==> src/rtl/ex_hazard_ctrl.sv <==
// EX-stage hazard controller: operand forwarding, load-use stall, branch flush,
// and a counter FSM that holds the pipeline while a multi-cycle op sits in EX.
module ex_hazard_ctrl #(
   parameter int unsigned MC_LAT      = 4,
   parameter logic [2:0]  RESULT_LOAD = 3'b001
) (
   input  logic       clk,
   input  logic       rst,
   input  logic [4:0] rs1_D,
   input  logic [4:0] rs2_D,
   input  logic [4:0] rs1_E,
   input  logic [4:0] rs2_E,
   input  logic [4:0] rd_E,
   input  logic [2:0] resultScr_E,
   input  logic [4:0] rd_M,
   input  logic       regWrite_M,
   input  logic [4:0] rd_W,
   input  logic       regWrite_W,
   input  logic       PCSrc_E,
   input  logic       mc_req_E,
   output logic [1:0] ForwardAE,
   output logic [1:0] ForwardBE,
   output logic       stall_F,
   output logic       stall_D,
   output logic       stall_E,
   output logic       flush_D,
   output logic       flush_E,
   output logic       bubble_M,
   output logic       mc_busy,
   output logic       mc_done
);

   // Counter preload: the request cycle plus BUSY cycles (cnt down to 0) span MC_LAT.
   localparam logic [3:0] CNT_INIT = 4'(MC_LAT - 2);

   typedef enum logic [1:0] {IDLE, BUSY, DONE} state_t;

   state_t     state, state_nxt;
   logic [3:0] cnt, cnt_nxt;
   logic       lu, mcs;

   // M stage result is newer than W, so it wins when both match.
   function automatic logic [1:0] fwd_sel(input logic [4:0] rs, input logic [4:0] rdm,
                                          input logic wm, input logic [4:0] rdw,
                                          input logic ww);
      if (wm && rdm != 5'd0 && rdm == rs)      return 2'b10;
      else if (ww && rdw != 5'd0 && rdw == rs) return 2'b01;
      else                                     return 2'b00;
   endfunction

   assign ForwardAE = fwd_sel(rs1_E, rd_M, regWrite_M, rd_W, regWrite_W);
   assign ForwardBE = fwd_sel(rs2_E, rd_M, regWrite_M, rd_W, regWrite_W);

   assign lu = (resultScr_E == RESULT_LOAD) && (rd_E != 5'd0) &&
               ((rd_E == rs1_D) || (rd_E == rs2_D));

   always_comb begin
      state_nxt = state;
      cnt_nxt   = cnt;
      mcs       = 1'b0;
      mc_busy   = 1'b0;
      mc_done   = 1'b0;
      case (state)
         IDLE: begin
            if (mc_req_E) begin
               mcs       = 1'b1;
               cnt_nxt   = CNT_INIT;
               state_nxt = BUSY;
            end
         end
         BUSY: begin
            mcs     = 1'b1;
            mc_busy = 1'b1;
            if (cnt == 4'd0) state_nxt = DONE;
            else             cnt_nxt   = cnt - 4'd1;
         end
         DONE: begin
            // mc_req_E here is still the finishing op, so it must not restart.
            mc_done   = 1'b1;
            state_nxt = IDLE;
         end
         default: state_nxt = IDLE;
      endcase
   end

   always_ff @(posedge clk) begin
      if (rst) begin
         state <= IDLE;
         cnt   <= 4'd0;
      end else begin
         state <= state_nxt;
         cnt   <= cnt_nxt;
      end
   end

   // A held mc op owns EX: no flushes while it stalls, and a taken branch kills the load-use stall.
   assign stall_E  = mcs;
   assign bubble_M = mcs;
   assign stall_F  = mcs | (lu & ~PCSrc_E);
   assign stall_D  = mcs | (lu & ~PCSrc_E);
   assign flush_D  = PCSrc_E & ~mcs;
   assign flush_E  = (PCSrc_E | lu) & ~mcs;

endmodule

==> config.mk <==
export PLATFORM = sky130hd
export DESIGN_NAME = ex_hazard_ctrl
export DESIGN_NICKNAME = d
export VERILOG_FILES = /design/src/rtl/ex_hazard_ctrl.sv
export SDC_FILE = /design/constraint.sdc
export NUM_CORES = 1
export LEC_CHECK = 0
export ABC_AREA = 1
export BUFFER_PORTS_ARGS = -buffer_cell sky130_fd_sc_hd__buf_2
export CAP_MARGIN = 15
export CORE_MARGIN = 2
export CORE_UTILIZATION = 41
export DETAILED_ROUTE_END_ITERATION = 7
export PLACE_DENSITY = 0.79
export SYNTH_ARGS = -nofsm -noshare
export SYNTH_HDL_FRONTEND = slang
export SYNTH_SLANG_ARGS = --single-unit
==> constraint.sdc <==
create_clock -name clk -period 1.6 [get_ports clk]
set_clock_uncertainty 0.05 [all_clocks]
set_input_delay 0.16 -clock clk [delete_from_list [all_inputs] [get_ports clk]]
set_output_delay 0.16 -clock clk [all_outputs]
set_load 0.005 [all_outputs]
==> results of run 1 <==
cell families (layout without fill, tap and decap cells):
family	count (synthesis)	count (layout)	synth area share
simple gates	81	81	0.402
buf+inv	27	83	0.132
xor+xnor	23	23	0.244
compound gates	7	7	0.0469
flops	6	6	0.145
fa+ha+maj	2	2	0.0303
where the power goes:
| group | leakage, nW | switching (mW) | internal, mW |
|---|---|---|---|
| Sequential | 0.0493 | 0.0209 | 0.180 |
| Combinational | 0.605 | 0.220 | 0.177 |
| Clock | 0.0138 | 0.0569 | 0.0850 |
cell type report:
type                            instances  area [um^2]
Multi-Input combinational cell        113          598
Fill cell                             210          778
Inverter                               25         93.8
Sequential cell                         6          120
Clock buffer                            3         22.5
Timing Repair Buffer                   55          275
Tap cell                               27         33.8
placed cells by master (no fill, tap or decap), drive strengths merged:
cell type,Yosys,final
o21ai,6,6
clkbuf,0,3
inv,25,25
a21oi,1,1
dfxtp,6,6
nand3,11,11
nand2,39,39
ha,2,2
nor2,24,24
xor2,6,6
nor3,4,4
buf,2,55
nand4,2,2
xnor2,17,17
nor4,1,1
synthesized netlist by cell type (all sizes together):
cell type	number
nand2	39
inv	25
nor2	24
xnor2	17
nand3	11
dfxtp	6
o21ai	6
xor2	6
nor3	4
buf	2
ha	2
nand4	2
a21oi	1
nor4	1
final timing paths:
kind | from | end
max | state[0]$_SDFFE_PP0P_ | flush_E
min | rst | cnt[2]$_SDFFE_PP0P_
max reg2reg | cnt[0]$_SDFFE_PP0P_ | cnt[3]$_SDFFE_PP0P_
min reg2reg | state[1]$_SDFFE_PP0P_ | state[1]$_SDFFE_PP0P_
stage by stage:
| step | setup slack [ps] | hold slack [ps] |
|---|---|---|
| finish | 211 | 75.3 |
| floorplan | 394 | 179 |
| global placement | 359 | 318 |
| global route | 83.9 | 66.7 |
| CTS | 199 | 64.2 |
| detailed placement | 291 | 325 |
sequential cells by signal (all words and copies together), names as in the netlist:
register	count
cnt	4
state	2
metal layers:
layer,global-route usage,vias up
met5,0,-
met4,0.0810,0
met3,0.0123,4
met2,0.315,23
met1,0.212,446
li1,-,558
critical path: stages (launching register included):
cell,delay (ps)
dfxtp_1,340
o21ai_2,200
inv_2,80
nor2_1,110
inv_1,50
nand2_1,60
buf_2,100
==> results.ini, run 1 <==
[layout]
layout.nets = 250
final_instance_count_without_filler_cells = 229
syn_to_final_growth_pct = 38.3
post_route_cells_drive_above_1_share = 0.302
antennaDiodeCount = 0
final_cell_area_um2 = 1140
fin_util = 0.595

[synthesis]
synthDistinctLibCells = 17
synth.largest_area_cell = xnor2_1
seq_area_frac_synth = 0.145
yosys_register_bits = 6
synthDominantCellAreaShare = 0.180
yosys_warnings = 0
synth_fp_nets = 192
synth_area_um2 = 827
post_synth_main_area_contributors = xnor2_1 (18%), nand2_1 (17%), dfxtp_1 (15%)
avgSynthCellArea_um2 = 5.66
post_synth_inst_count = 146

[setup_path]
start_kind = flop
reg2reg_depth = 11
regToRegSetupSlack_ps = 270
critical_path_required_ps = 1390
timing_worst_setup_path_type = flop to primary output
crit_fanout = 4
critPathCaptureType = primary output
worst-endpoint-arrival_ps = 1180

[drt]
first_pass_iters = 4
drt_iter0_markers = 27
final_antenna_net_count = 0
routedWlPerCell_um = 8.79
avgViaCountPerCell = 4.50
wirelength_met1_um = 909
dr_wl_met2_um = 1020
drt_drc_violations_left = 0
highest_layer = met4
metal3_wl_um = 68
route.final.wire_length_um = 2010
dr_total_vias = 1031

[clocking]
cts_repair_resizes = 0
cts_root_buf = clkbuf_4
cts-buffers-inserted = 3
clkLatencyLatePin_ps = 250
postCtsSetupBuffers = 0
tritoncts = built
clk_path_buf_depth = 2
cts.sink_count = 6
h_tree_lvls = 1
clkSlewWorstSetupHoldPaths_ps = 40
cts_hold_buffers = 0

[floorplan]
start_util = 0.430
die_width_um = 48.9
number_of_primary_i_o_pins = 56
die_height_um = 48.9
design.die.area_um2 = 2390
floorplan.core_area_um2 = 1920
num_rows = 16

[pwr]
power.density_cell_area_nw_per_um2 = 648
pleak_nw = 0.668
total_power_consumption_of_the_routed_design_mw = 0.741
vdd_drop_max_mv = 0.478

[placement]
placedInstanceArea_um2 = 1120
detailed_place_hpwl_um = 1800
buffer_ports.inserted = 55
gp_routability_congestion = 0.901
dp_cells = 226

[grt]
grt_antenna_before_repair = 0
grt_start_max_net_pins = 6
wire_length_of_the_first_global_routing_pass_um = 3450
track_usage = 0.176
via_count_of_the_first_global_routing_pass = 925
globalRouteOverflowTotal = 0

[hold_path]
timing.hold.worst_path_depth = 2
min_path_type = input port to flop

[timing]
maxClockFrequency_ghz = 0.720
grt_setup_unrepaired = false
finalCritPeriodShare = 0.868
report.final.slew_viol_count = 0
post-route-min-period_ps = 1390
tightest_slew_ps = 268
report.final.setup_viol = 0
max_slew_margin = 0.820
final_report_hold_violation_count = 0
final.setup.tns_ps = 0

[flow_run]
max_cap_viol_count = 0

[outcome]
outcome = finished clean

No activity file was read; power rests on OpenSTA's default activity.
==> run 2: changes to the inputs <==
--- a/config.mk
+++ b/config.mk
@@ -6,7 +6,7 @@
 export NUM_CORES = 1
 export LEC_CHECK = 0
 export ABC_AREA = 1
-export BUFFER_PORTS_ARGS = -buffer_cell sky130_fd_sc_hd__buf_2
+export BUFFER_PORTS_ARGS = -buffer_cell sky130_fd_sc_hd__buf_4
 export CAP_MARGIN = 15
 export CORE_MARGIN = 2
 export CORE_UTILIZATION = 41
==> run 2 against run 1 <==
Against the previous run:
- critical path depth did not move
- combinational power rose by 14%
- count of clock-buffer cells in the layout did not move
- largest power group unchanged
- critical path type unchanged
- final area rose by 12%
- register-to-register slack barely moved
- worst setup slack got worse by 4.2 ps
- core utilization rose by 7.2 points
- maximum frequency fell by 0.30%
- clock power rose by 5%
- worst hold slack got worse by 36 ps
- sequential power barely moved
- largest cell class unchanged
- highest routed layer unchanged
==> results.ini, run 2 (synthesis gave the netlist of run 1 again) <==
[grt]
grt_antenna_before_repair = 0  ; unchanged
via_count_of_the_first_global_routing_pass = 965  ; +4.3%
globalRouteOverflowTotal = 0  ; unchanged
grt_start_max_net_pins = 6  ; unchanged
wire_length_of_the_first_global_routing_pass_um = 3890  ; +13%
track_usage = 0.200  ; +0.0241

[clocking]
h_tree_lvls = 1  ; unchanged
clkLatencyLatePin_ps = 260  ; about the same
cts_repair_resizes = 0  ; unchanged
tritoncts = built
cts-buffers-inserted = 3  ; unchanged
cts_hold_buffers = 0  ; unchanged
postCtsSetupBuffers = 0  ; unchanged
clkSlewWorstSetupHoldPaths_ps = 50  ; about the same
cts_root_buf = clkbuf_4
cts.sink_count = 6  ; unchanged
clk_path_buf_depth = 2  ; unchanged

[pwr]
power.combinational.fraction = 0.564  ; +0.027
netSwitchingFraction = 0.386  ; -0.0160
vdd_drop_max_mv = 0.774  ; +62%
total_power_consumption_of_the_routed_design_mw = 0.800  ; +8.1%
seq_power_share = 0.250  ; -0.021
part_of_the_power_in_the_clock_network = 0.186  ; -0.006
power_report.internal_total_mw = 0.491  ; +11%
power.density_cell_area_nw_per_um2 = 625  ; -3.5%
pleak_nw = 0.710  ; +6.3%
power_switching_mw = 0.309  ; +3.8%

[layout]
most_common_cell_after_layout_fill_and_taps_aside = buf_4
final_instance_count_without_filler_cells = 229  ; unchanged
syn_to_final_growth_pct = 54.9
top_register = cnt
largest_reg_flops = 4  ; unchanged
fill_cells = 195  ; -7.1%
reg_top3 = cnt: 4 flops, state: 2 flops
layout.nets = 250  ; unchanged
final_cell_mix = buf_4 (55), nand2_1 (38), inv_1 (24), nor2_1 (24), xnor2_1 (17)
antennaDiodeCount = 0  ; unchanged
post_route_cells_drive_above_1_share = 0.302  ; unchanged
final_cell_area_um2 = 1280  ; +12%

[setup_path]
timing.critical_path.cells = o21ai_2 > inv_2 > nor2_1 > inv_1 > nand2_1 > buf_4
critical_path.reg2reg.endpoint = cnt[3]$_SDFFE_PP0P_
worst-endpoint-arrival_ps = 1180  ; about the same
worst_path_largest_cell_delay_ps = 330  ; about the same
crit_fanout = 4  ; unchanged
critical_path_required_ps = 1390  ; about the same
critical_path_buf_inv_count = 3  ; unchanged
critPathCaptureType = primary output
worst_path_max_delay_cell = dfxtp_1
timing_worst_setup_path_type = flop to primary output
timing.critical_path.max_delay_family = flip-flops
timing.rr.start = cnt[0]$_SDFFE_PP0P_
start_kind = flop
reg2reg_depth = 11  ; unchanged
regToRegSetupSlack_ps = 270  ; about the same

[timing]
post-route-min-period_ps = 1390  ; +4.24 ps
grt_setup_unrepaired = false
finalCritPeriodShare = 0.871  ; +0.00265
final.setup.tns_ps = 0  ; unchanged
report.final.setup_viol = 0  ; unchanged
maxClockFrequency_ghz = 0.718  ; -0.30%
max_slew_margin = 0.788  ; -0.0324
final_report_hold_violation_count = 0  ; unchanged
report.final.slew_viol_count = 0  ; unchanged
tightest_slew_ps = 317  ; +48.4 ps

[floorplan]
design.die.area_um2 = 2390  ; unchanged
number_of_primary_i_o_pins = 56  ; unchanged
start_util = 0.430  ; unchanged
die_height_um = 48.9  ; unchanged
floorplan.core_area_um2 = 1920  ; unchanged
num_rows = 16  ; unchanged
die_width_um = 48.9  ; unchanged

[placement]
placedInstanceArea_um2 = 1260  ; +12%
dp_cells = 226  ; unchanged
detailed_place_hpwl_um = 1950  ; +8.7%
gp_routability_congestion = 0.890  ; -1.3%
buffer_ports.inserted = 55  ; unchanged

[drt]
route.final.wire_length_um = 2210  ; +9.8%
routedWlPerCell_um = 9.65  ; +9.8%
avgViaCountPerCell = 4.54  ; +0.78%
final_antenna_net_count = 0  ; unchanged
first_pass_iters = 4  ; unchanged
dr_total_vias = 1039  ; +0.78%
drt_iter0_markers = 8  ; -70%
drt_drc_violations_left = 0  ; unchanged

[flow_run]
max_cap_viol_count = 0  ; unchanged

[outcome]
outcome = finished clean

[hold_path]
timing.hold.worst_path_depth = 2  ; unchanged
min_path_type = input port to flop
min-delay-start = rst
hold-path-endpoint = cnt[2]$_SDFFE_PP0P_

==> run 2: cell counts in the layout (fill, tap and decap cells not counted) <==
No cell type changed its count.
==> run 2: cell type report <==
cell class | instances | area, um^2 | area share
Inverter | 25 | 93.8 | 0.0732
Tap cell | 27 | 33.8 | 0.0264
Clock buffer | 3 | 22.5 | 0.0176
Timing Repair Buffer | 55 | 413 | 0.322
Multi-Input combinational cell | 113 | 598 | 0.467
Sequential cell | 6 | 120 | 0.0937
==> run 2: per-stage QoR <==
step,util,hold WS (ps),setup slack [ps]
6_report,0.667,39.2,207
3_5_place_dp,0.655,306,263
2_1_floorplan,-,179,394
5_1_grt,0.667,33.0,102
3_3_place_gp,0.655,297,361
4_1_cts,0.667,31.9,200
==> run 2: worst max path at each step <==
stage	start	end	slack [ps]	depth (start not counted)
floorplan	cnt[0]$_SDFFE_PP0P_	cnt[3]$_SDFFE_PP0P_	390	11
global placement	cnt[0]$_SDFFE_PP0P_	cnt[3]$_SDFFE_PP0P_	360	11
detailed placement	cnt[0]$_SDFFE_PP0P_	cnt[3]$_SDFFE_PP0P_	260	11
CTS	state[0]$_SDFFE_PP0P_	flush_E	200	6
global route	cnt[0]$_SDFFE_PP0P_	cnt[3]$_SDFFE_PP0P_	100	11
finish	state[0]$_SDFFE_PP0P_	flush_E	210	6
==> run 2: power by group through the flow <==
| stage | Clock, mW | Sequential, mW | Combinational (mW) |
|---|---|---|---|
| 2_1_floorplan | 0 | 0.199 | 0.261 |
| 3_3_place_gp | 0 | 0.202 | 0.435 |
| 3_5_place_dp | 0 | 0.203 | 0.453 |
| 4_1_cts | 0.154 | 0.200 | 0.455 |
| 5_1_grt | 0.163 | 0.203 | 0.514 |
| 6_report | 0.149 | 0.200 | 0.452 |
==> run 2: per-layer routing <==
metal / part of all wire / global-route usage
met3: 0.048 / 0.0460
met5: 0 / 0
met2: 0.49 / 0.356
met4: 0.0068 / 0.0429
met1: 0.46 / 0.243
==> run 2: worst reg2reg max path: stages (launching register included) <==
cell	delay, ps
dfxtp_1	310
inv_1	110
ha_1	170
nand2_1	50
nor2_1	120
nand2_1	80
nand2_2	90
inv_1	70
nand2_1	60
nand2_1	40
nand2_1	50
nor2_1	30
==> run 3: changes to the inputs <==
--- a/config.mk
+++ b/config.mk
@@ -5,11 +5,11 @@
 export SDC_FILE = /design/constraint.sdc
 export NUM_CORES = 1
 export LEC_CHECK = 0
-export ABC_AREA = 1
+export ABC_AREA = 0
 export BUFFER_PORTS_ARGS = -buffer_cell sky130_fd_sc_hd__buf_4
 export CAP_MARGIN = 15
 export CORE_MARGIN = 2
-export CORE_UTILIZATION = 41
+export CORE_UTILIZATION = 39
 export DETAILED_ROUTE_END_ITERATION = 7
 export PLACE_DENSITY = 0.79
 export SYNTH_ARGS = -nofsm -noshare
==> run 3 against run 2 <==
Against the previous run:
- the flow now finishes with violations (negative setup slack)
- sequential power fell by 9%
- worst setup slack got worse by 260 ps
- sequential share of layout area fell by 0.12 points
- global-route usage rose by 1.6 points
- critical path depth fell by 1
- synthesized cell count fell by 38%
- count of clock-buffer cells in the layout did not move
- power fell by 12%
- register-to-register slack got worse by 90 ps
- flip-flop and latch count did not move
- largest power group unchanged
==> results.ini, run 3 <==
[synthesis]
synth-simple-area-share = 0.267  ; -0.136
yosys_register_bits = 6  ; unchanged
yosysMostFrequentCell = xor2_1
synth_fp_nets = 137  ; -29%
yosys_warnings = 0  ; unchanged
synthAdderAreaFrac = 0.0342  ; +0.00393
synth_xor_xnor_area_share = 0.359  ; +0.115
avgSynthCellArea_um2 = 8.04  ; +42%
synth_top_flop_cell = dfxtp_1
synth.area.mux_share = 0  ; unchanged
post_synth_main_area_contributors = xor2_1 (29%), dfxtp_1 (16%), xnor2_1 (7.2%)
synth.largest_area_cell = xor2_1
post_synth_inst_count = 91  ; -38%
synth_area_um2 = 732  ; -11%
seq_area_frac_synth = 0.164  ; +0.0189
synthDistinctLibCells = 27  ; +10
compound_gate_fraction_of_synth_area = 0.130  ; +0.0830
synthDominantCellAreaShare = 0.287  ; +0.107
proportion_of_register_bits_with_asynchronous_set_or_reset_after_synthesis = 0  ; unchanged
synth_top_family_by_area = XOR/XNOR gates
synthTopCellsByCount = xor2_1 (24), dfxtp_1 (6), nor2_1 (6), xnor2_1 (6), inv_1 (5)
number_of_enable_flip_flop_cells_after_synthesis = 0  ; unchanged

[setup_path]
crit_fanout = 2  ; -2
timing_worst_setup_path_type = input port to primary output
worst_path_largest_cell_delay_ps = 530  ; +200 ps
timing.critical_path.cells = buf_4 > xor2_1 > or4_4 > nor4_4 > buf_4
critPathCaptureType = primary output
worst_path_max_delay_cell = or4_4
critical_path.most_common_cell = buf_4
worst-endpoint-arrival_ps = 1440  ; +260 ps
timing.critical_path.max_delay_family = simple AND/OR/NAND/NOR gates
critical_path_required_ps = 1390  ; about the same
critical_path_buf_inv_count = 2  ; -1
start_kind = input port

[layout]
layout.nets = 200  ; -20%
post_route_cells_drive_above_1_share = 0.500  ; +0.198
syn_to_final_growth_pct = 77.3
largest_reg_flops = 4  ; unchanged
most_common_cell_after_layout_fill_and_taps_aside = buf_4
top_register = cnt
final_cell_mix = buf_4 (58), xor2_1 (24), xnor2_1 (6), nor2_1 (6), dfxtp_1 (6)
reg_top3 = cnt: 4 flops, state: 2 flops
antennaDiodeCount = 0  ; unchanged

[drt]
route.final.wire_length_um = 2290  ; +3.8%
final_antenna_net_count = 0  ; unchanged
first_pass_iters = 4  ; unchanged
avgViaCountPerCell = 5.00  ; +10%
drt_drc_violations_left = 0  ; unchanged
dr_total_vias = 885  ; -15%
routedWlPerCell_um = 13.0  ; +34%
drt_iter0_markers = 5  ; -3

[pwr]
netSwitchingFraction = 0.351  ; -0.0351
pleak_nw = 0.595  ; -16%
power_switching_mw = 0.248  ; -20%
power_report.internal_total_mw = 0.457  ; -7.0%
power.density_cell_area_nw_per_um2 = 543  ; -13%
seq_power_share = 0.258  ; +0.008
power.combinational.fraction = 0.529  ; -0.035
vdd_drop_max_mv = 0.411  ; -47%
part_of_the_power_in_the_clock_network = 0.213  ; +0.027

[grt]
globalRouteOverflowTotal = 0  ; unchanged
track_usage = 0.216  ; +0.0158
grt_antenna_before_repair = 0  ; unchanged
grt_start_max_net_pins = 7  ; +1
via_count_of_the_first_global_routing_pass = 859  ; -11%
wire_length_of_the_first_global_routing_pass_um = 3410  ; -12%

[floorplan]
number_of_primary_i_o_pins = 56  ; unchanged
num_rows = 15  ; -1
die_height_um = 47.3  ; -3.3%
design.die.area_um2 = 2240  ; -6.4%
die_width_um = 47.3  ; -3.3%
start_util = 0.419  ; -0.0110
floorplan.core_area_um2 = 1750  ; -9.2%

[timing]
hold_slack_ps = 66.9  ; +27.7 ps
post-route-min-period_ps = 1650  ; +257 ps
report.final.setup_viol = 2  ; +2
report.final.slew_viol_count = 0  ; unchanged
final.setup.tns_ps = -88.3  ; -88.3 ps
maxClockFrequency_ghz = 0.606  ; -16%
finalCritPeriodShare = 1.03  ; +0.161
tightest_slew_ps = 324  ; +7.30 ps
layout_setup_ws_ps = -50.6  ; -257 ps
final_report_hold_violation_count = 0  ; unchanged
max_slew_margin = 0.782  ; -0.00571
grt_setup_unrepaired = true

[clocking]
clk_path_buf_depth = 2  ; unchanged
h_tree_lvls = 1  ; unchanged
clkLatencyLatePin_ps = 250  ; about the same
cts-buffers-inserted = 3  ; unchanged
tritoncts = built
clkSlewWorstSetupHoldPaths_ps = 50  ; about the same
cts_root_buf = clkbuf_4
cts.sink_count = 6  ; unchanged

[placement]
detailed_place_hpwl_um = 1910  ; -2.0%
gp_routability_congestion = 0.850  ; -4.5%
buffer_ports.inserted = 55  ; unchanged

[outcome]
outcome = finished, violations left
failing_checks = negative setup slack

[hold_path]
min_path_type = input port to flop

[flow_run]
max_cap_viol_count = 0  ; unchanged

## run 3: changes by cell type in the layout (fill, tap and decap cells not counted), moves of 9 or more
cell,change
nand2_1,-35
inv_1,-19
nor2_1,-18
xor2_1,+18
xnor2_1,-11
nand3_1,-9
## run 3: final timing paths
check / startpoint / to / slack (ps) / cells after the start
max: rs2_E[4] / ForwardBE[0] / -50 / 5
min: rst / cnt[3]$_SDFFE_PP0P_ / 70 / 2
max reg2reg: cnt[0]$_SDFFE_PP0P_ / cnt[1]$_SDFFE_PP0P_ / 180 / 6
min reg2reg: cnt[0]$_SDFFE_PP0P_ / cnt[0]$_SDFFE_PP0P_ / 430 / 2
## run 3: stage by stage
step	worst slack, ps	util	cell area (um^2)	power, mW	std cells
after global routing	-96.2	0.743	1300	0.754	177
after CTS	10.3	0.725	1260	0.689	177
after floorplan	206	-	732	0.344	91
after detailed placement	-79.9	0.687	1200	0.526	174
after global placement	-34.6	0.687	1200	0.513	174
final	-50.6	0.743	1300	0.705	177
## run 3: layout make-up
| class | instances | area, um^2 |
|---|---|---|
| multi-input cells | 78 | 647 |
| repair buffers | 60 | 458 |
| fillers | 139 | 448 |
| flip-flops and latches | 6 | 120 |
| well taps | 25 | 31.3 |
| clock buffers | 3 | 22.5 |
| inverters | 5 | 18.8 |
## run 3: cell families (layout without fill, tap and decap cells)
| group | Yosys count | after routing |
|---|---|---|
| fa+ha+maj | 2 | 2 |
| compound gates | 15 | 15 |
| xor+xnor | 30 | 30 |
| flops | 6 | 6 |
| simple gates | 31 | 31 |
| buf+inv | 7 | 68 |
## run 3: power by group through the flow
stage / sequential (mW) / combinational, mW / clock (mW)
after CTS: 0.181 / 0.360 / 0.148
after floorplan: 0.180 / 0.165 / 0
after global placement: 0.182 / 0.331 / 0
final: 0.182 / 0.373 / 0.150
after global routing: 0.184 / 0.410 / 0.160
after detailed placement: 0.183 / 0.343 / 0
## run 3: routing by layer
metal | GRT usage | up-vias | routed length (um)
met3 | 0.0731 | 6 | 183
met2 | 0.411 | 47 | 1190
met5 | 0 | - | 0
met1 | 0.214 | 391 | 860
li1 | - | 441 | -
met4 | 0.0722 | 0 | 55
## run 3: worst register-to-register path, delay by kind of cell, from the launching register on
kind | cells | cell delay (ps)
adders and majority gates | 1 | 190
buffers and inverters | 1 | 80
and+or+nand+nor | 2 | 230
AOI/OAI and AO/OA | 2 | 430
DFF | 1 | 350
## run 3: repair_timing
item,CTS,global route
pin swaps,6,1
gates resized for setup,8,7
endpoints found under the setup margin,3,10
hold buffers,0,0
buffers inserted,1,0
